$ cat config.mk
export PLATFORM = sky130hd
export DESIGN_NAME = rf_multiport_sb
export DESIGN_NICKNAME = d
export VERILOG_FILES = /design/src/rtl/rf_pkg.sv /design/src/rtl/rf_scoreboard.sv /design/src/rtl/rf_multiport_sb.sv
export SDC_FILE = /design/constraint.sdc
export NUM_CORES = 2
export LEC_CHECK = 0
export CORE_MARGIN = 4
export CORE_UTILIZATION = 56
export DETAILED_ROUTE_END_ITERATION = 8
export PLACE_DENSITY = 0.81
export SYNTH_ARGS = -nofsm -noshare
export SYNTH_HDL_FRONTEND = slang
export SYNTH_SLANG_ARGS = --single-unit
$ cat constraint.sdc
create_clock -name clk -period 3.4 [get_ports clk]
set_clock_uncertainty 0.15 [all_clocks]
set_input_delay 0.68 -clock clk [delete_from_list [all_inputs] [get_ports clk]]
set_output_delay 0.68 -clock clk [all_outputs]
set_load 0.005 [all_outputs]
$ cat src/rtl/rf_pkg.sv
// Shared definitions for the multiport register file and its scoreboard.
package rf_pkg;

    localparam int DATA_W_DEF = 32;
    localparam int ADDR_W_DEF = 5;

    // Index of the hardwired-zero register.
    localparam int REG_ZERO   = 0;

    // The commit record is sized for the widest supported configuration
    // (DATA_W <= 64, ADDR_W <= 8); narrower cores zero-extend into it.
    localparam int REC_ADDR_W = 8;
    localparam int REC_DATA_W = 64;

    typedef struct packed {
        logic [REC_ADDR_W-1:0] addr;
        logic [REC_DATA_W-1:0] data;
        logic [31:0]           pc;
    } commit_rec_t;

endpackage

$ cat src/rtl/rf_scoreboard.sv
// Per-register pending-write counters: reserve at issue, release at writeback.
module rf_scoreboard
    import rf_pkg::*;
#(
    parameter int ADDR_W = ADDR_W_DEF,
    parameter int NUM_RD = 2,
    parameter int BYPASS = 1,
    parameter int CNT_W  = 2
) (
    input  logic                     clk,
    input  logic                     reset,
    input  logic [NUM_RD*ADDR_W-1:0] rd_addr,
    output logic [NUM_RD-1:0]        rd_busy,
    input  logic                     we,
    input  logic [ADDR_W-1:0]        wa,
    input  logic                     rsv_en,
    input  logic [ADDR_W-1:0]        rsv_addr,
    output logic                     rsv_ok,
    input  logic                     flush,
    output logic                     sb_err
);

    localparam int              DEPTH   = 2**ADDR_W;
    localparam logic [CNT_W-1:0] CNT_MAX = {CNT_W{1'b1}};

    logic [DEPTH-1:0][CNT_W-1:0] cnt_q, cnt_d;
    logic                        sb_err_q, sb_err_d;
    logic                        rel_en, rsv_hit_rel, rsv_do;

    // A write to a non-zero register is the release of one reservation.
    assign rel_en      = we && (wa != ADDR_W'(REG_ZERO));
    assign rsv_hit_rel = rel_en && (wa == rsv_addr);

    // A full counter can still accept a reserve if it is being released now.
    assign rsv_ok = !rsv_en || (rsv_addr == ADDR_W'(REG_ZERO)) ||
                    (cnt_q[rsv_addr] != CNT_MAX) || rsv_hit_rel;
    assign rsv_do = rsv_en && rsv_ok && (rsv_addr != ADDR_W'(REG_ZERO));

    // Counter next state: flush wins, reserve+release nets to zero, floor at 0.
    always_comb begin
        cnt_d = cnt_q;
        if (flush) begin
            cnt_d = '0;
        end else begin
            for (int i = 1; i < DEPTH; i++) begin
                if ((rsv_do && rsv_addr == ADDR_W'(i)) && !(rel_en && wa == ADDR_W'(i)))
                    cnt_d[i] = cnt_q[i] + CNT_W'(1);
                else if (!(rsv_do && rsv_addr == ADDR_W'(i)) && (rel_en && wa == ADDR_W'(i)) &&
                         (cnt_q[i] != '0))
                    cnt_d[i] = cnt_q[i] - CNT_W'(1);
            end
        end
    end

    // An untracked write (release with nothing pending) latches the error.
    assign sb_err_d = sb_err_q | (rel_en && (cnt_q[wa] == '0));

    // Counter array and sticky error register.
    always_ff @(posedge clk or negedge reset) begin
        if (!reset) begin
            cnt_q    <= '0;
            sb_err_q <= 1'b0;
        end else begin
            cnt_q    <= cnt_d;
            sb_err_q <= sb_err_d;
        end
    end

    assign sb_err = sb_err_q;

    // Busy lookup; with bypass a last pending write landing now clears the hazard.
    for (genvar k = 0; k < NUM_RD; k++) begin : g_busy
        logic [ADDR_W-1:0] ra;
        logic              wr_hit;
        assign ra     = rd_addr[k*ADDR_W +: ADDR_W];
        assign wr_hit = (BYPASS != 0) && rel_en && (wa == ra) && (cnt_q[ra] == CNT_W'(1));
        assign rd_busy[k] = (ra != ADDR_W'(REG_ZERO)) && (cnt_q[ra] != '0) && !wr_hit;
    end

endmodule

$ cat src/rtl/rf_multiport_sb.sv
// Multiport GPR file with write bypass, pending-write scoreboard and commit trace.
module rf_multiport_sb
    import rf_pkg::*;
#(
    parameter int DATA_W = DATA_W_DEF,
    parameter int ADDR_W = ADDR_W_DEF,
    parameter int NUM_RD = 2,
    parameter int BYPASS = 1,
    parameter int CNT_W  = 2
) (
    input  logic                     clk,
    input  logic                     reset,
    input  logic [NUM_RD*ADDR_W-1:0] rd_addr,
    output logic [NUM_RD*DATA_W-1:0] rd_data,
    output logic [NUM_RD-1:0]        rd_busy,
    input  logic                     we,
    input  logic [ADDR_W-1:0]        wa,
    input  logic [DATA_W-1:0]        wd,
    input  logic [31:0]              wpc,
    input  logic                     rsv_en,
    input  logic [ADDR_W-1:0]        rsv_addr,
    output logic                     rsv_ok,
    input  logic                     flush,
    output logic                     commit_valid,
    output logic [ADDR_W-1:0]        commit_addr,
    output logic [DATA_W-1:0]        commit_data,
    output logic [31:0]              commit_pc,
    output logic                     sb_err
);

    localparam int DEPTH = 2**ADDR_W;

    logic [DEPTH-1:0][DATA_W-1:0] rf_q, rf_d;
    commit_rec_t                  commit_q, commit_d;
    logic                         commit_vld_q;
    logic                         wr_en;

    assign wr_en = we && (wa != ADDR_W'(REG_ZERO));

    // Data array next state; entry 0 is never written so it stays zero.
    always_comb begin
        rf_d = rf_q;
        if (wr_en)
            rf_d[wa] = wd;
    end

    // Combinational read ports with optional same-cycle write forwarding.
    always_comb begin
        rd_data = '0;
        for (int k = 0; k < NUM_RD; k++) begin
            rd_data[k*DATA_W +: DATA_W] = rf_q[rd_addr[k*ADDR_W +: ADDR_W]];
            if ((BYPASS != 0) && wr_en && (wa == rd_addr[k*ADDR_W +: ADDR_W]))
                rd_data[k*DATA_W +: DATA_W] = wd;
        end
    end

    // Trace record captures each effective write and holds otherwise.
    always_comb begin
        commit_d = commit_q;
        if (wr_en) begin
            commit_d.addr = REC_ADDR_W'(wa);
            commit_d.data = REC_DATA_W'(wd);
            commit_d.pc   = wpc;
        end
    end

    // Data array and commit-trace registers.
    always_ff @(posedge clk or negedge reset) begin
        if (!reset) begin
            rf_q         <= '0;
            commit_q     <= '0;
            commit_vld_q <= 1'b0;
        end else begin
            rf_q         <= rf_d;
            commit_q     <= commit_d;
            commit_vld_q <= wr_en;
        end
    end

    assign commit_valid = commit_vld_q;
    assign commit_addr  = commit_q.addr[ADDR_W-1:0];
    assign commit_data  = commit_q.data[DATA_W-1:0];
    assign commit_pc    = commit_q.pc;

    rf_scoreboard #(
        .ADDR_W (ADDR_W),
        .NUM_RD (NUM_RD),
        .BYPASS (BYPASS),
        .CNT_W  (CNT_W)
    ) u_sb (
        .clk      (clk),
        .reset    (reset),
        .rd_addr  (rd_addr),
        .rd_busy  (rd_busy),
        .we       (we),
        .wa       (wa),
        .rsv_en   (rsv_en),
        .rsv_addr (rsv_addr),
        .rsv_ok   (rsv_ok),
        .flush    (flush),
        .sb_err   (sb_err)
    );

endmodule

==> results.cfg <==
[detailed_routing]
dr_total_vias = 49300
drc = 0
detail_route.wl_per_cell_um = 33.8
totalWireLength_um = 231000
first_pass_iters = 8
vias_per_cell = 7.18
drt_iter0_markers = 7338
ant_nets = 0

[power_and_ir_drop]
p_leak_nw = 34.6
powerDensity_mw_per_mm2 = 537
vdd_drop_max_mv = 0.561

[sta]
tightest_slew_ns = 1.20
fin_crit_ns = 3.81
setup_viol = 66
hold_ws_ns = 0.141
slew_violations = 0
fin_crit_sh_pct = 112
rsz0062_at_grt = true
fmax_mhz = 263
slew_headroom_pct = 20.1
finalHoldViolCount = 0
setup_slack_ns = -0.406

[synth]
synth_cell_types = 56
postSynth.asyncResetShare_pct = 100
synthesis.area_mm2 = 0.0623
ys.flop_type = dfrtp_1
synth_warnings = 0
synth_fp_nets = 4778
ys_ff_latch = 1157
synth-edff-count = 0
synthCells = 4689
synth.avg_cell_area_um2 = 13.3
synth-seq-area-share_pct = 46.5

[outcome]
status = finished with violations
violations = negative setup slack

[clocking]
cts.sinks = 1157
cts_made_buffers = 119
cts_max_level = 3
ctsRootBufferMaster = clkbuf_16
clk_pin_slew_ns = 0.06
clock_path_buffers = 3
clk_latency_ns = 0.75
cts_tree = done

[floorplan]
ioPinCount = 227
core_mm2 = 0.111
die_w_um = 342
dieArea_mm2 = 0.117
fp-row-count = 122
die_h_um = 342
start_util_pct = 56.4

[final_layout]
area_delta_synth_final_pct = 25.0
final_common_cell = dfrtp_1
num-nets-final = 5361
nFillCells = 6525
most-common-layout-cells = dfrtp_1 (1,142), nand2_1 (959), mux2_2 (772)
drive_gt1_share_pct = 48.5

[global_routing]
grt_pass1_wl_um = 333000
grt_antenna_before_repair = 5
grt_pass1_vias = 51500
grt_overflow_total = 0
grt_usage_pct = 38.5
grt_max_degree = 116

[placement]
hpwl_um = 127000
place.gp.congestion = 0.959
portBuffers = 226
pre_cts_ws_ns = -0.960

[critical_path]
start_kind = input pin
critPathCaptureType = output port
worstPathArrival_ns = 2.98
path_max_fanout = 6
crit_type = in2out
cp.required_ns = 2.57

[min_path]
hold_class = in2reg

[job]
drv_cap = 0
-- worst max-delay path, stage by stage --
cell,delay [ns]
buf_16,0.13
buf_4,0.13
buf_6,0.10
buf_8,0.11
buf_16,0.12
buf_8,0.13
mux4_2,0.53
mux4_2,0.49
mux2i_1,0.18
buf_4,0.18
o21ai_2,0.05
buf_2,0.13
-- cells by family (layout without fill, tap and decap cells) --
logic type | count (synthesis) | count (layout) | synth area share [%]
simple gates | 1237 | 1237 | 8.11
xor+xnor | 17 | 17 | 0.239
other cells | 0 | 2 | 0
compound gates | 278 | 278 | 2.80
flops | 1157 | 1157 | 46.5
mux | 1513 | 1513 | 39.4
buf+inv | 487 | 1166 | 3.02
-- metrics by stage --
| stage | instances | util (%) | TNS [ns] | total power [mW] | area (µm²) |
|---|---|---|---|---|---|
| after floorplan | 4689 | - | -1.77 | 23.3 | 62400 |
| after global routing | 6856 | 70.5 | -16.64 | 43.0 | 77900 |
| after CTS | 6807 | 70.0 | -15.13 | 40.9 | 77300 |
| final | 6858 | 70.5 | -14.77 | 41.8 | 77900 |
| after global placement | 6403 | 63.3 | -45.96 | 26.3 | 70000 |
| after detailed placement | 6403 | 63.3 | -50.58 | 26.9 | 70000 |
-- worst paths after layout --
path	from	slack, ns	endpoint	cells past startpoint
max	rd_addr[5]	-0.41	rd_data[32]	12
min	wa[0]	0.14	commit_addr[0]	2
max reg2reg	u_sb.cnt_q[33]	0.68	u_sb.cnt_q[48]	9
min reg2reg	rf_q[2]	0.25	rf_q[2]	0
max in group asynchronous	reset	1.58	u_sb.cnt_q[47]	3
min in group asynchronous	reset	0.38	rf_q[795]	2
-- layer usage --
| metal | vias to the layer above | track usage [%] | wire length [µm] |
|---|---|---|---|
| met3 | 1425 | 12.3 | 32000 |
| met4 | 8 | 27.3 | 22100 |
| met2 | 4528 | 57.9 | 103000 |
| met5 | - | 0 | 64 |
| li1 | 18500 | - | - |
| met1 | 24800 | 47.7 | 74300 |
-- final cells by class --
class                           count  area (µm²)  share of cell area [%]
Antenna cell                        2        5.00                 0.00642
Sequential cell                  1157       29000                    37.2
Timing Repair Buffer              939       10800                    13.8
Clock buffer                      173        3440                    4.42
Clock inverter                     44         531                   0.681
Multi-Input combinational cell   3045       32300                    41.4
Timing Repair inverter              1        8.76                  0.0112
Tap cell                         1488        1860                    2.39
Inverter                            9        61.3                  0.0787
-- power by group --
| part | total, mW | switching (mW) | leakage [nW] | internal [mW] |
|---|---|---|---|---|
| Combinational | 9.85 | 4.08 | 17.8 | 5.78 |
| Clock | 13.7 | 5.91 | 1.97 | 7.76 |
| Sequential | 18.3 | 2.16 | 14.9 | 16.1 |
| Total | 41.8 | 12.1 | 34.6 | 29.7 |
-- cells in the mapped netlist (17+ instances only) --
master | instances | area (µm²)
o21ai_0 | 114 | 571
dfrtp_1 | 1157 | 29000
nand2_1 | 979 | 3670
a21oi_1 | 50 | 250
buf_1 | 67 | 251
buf_2 | 39 | 195
mux2_2 | 772 | 8690
clkbuf_1 | 371 | 1390
or2_2 | 17 | 106
a221oi_1 | 17 | 149
nand3_1 | 20 | 100
mux2i_1 | 68 | 681
mux4_2 | 673 | 15200
nor2_1 | 77 | 289
nor3_1 | 40 | 200
nor2b_1 | 26 | 163
a211oi_1 | 34 | 255
nand2b_1 | 26 | 163
-- sequential cells by signal (all words and copies together) (netlist names) --
| signal | count |
|---|---|
| commit_pc | 32 |
| u_sb.cnt_q | 62 |
| rf_q | 1024 |
| u_sb.sb_err | 1 |
| commit_addr | 5 |
| commit_data | 32 |
| commit_valid | 1 |
-- what timing repair did --
item,in CTS,in global routing
resized for setup,639,139
gates cloned,27,10
setup buffers,171,71
setup endpoints to repair,67,67
pin swaps,41,47
hold buffers,1,0
endpoints found under the hold margin,31,0
Note: power is estimated with default switching activity, not from simulation.
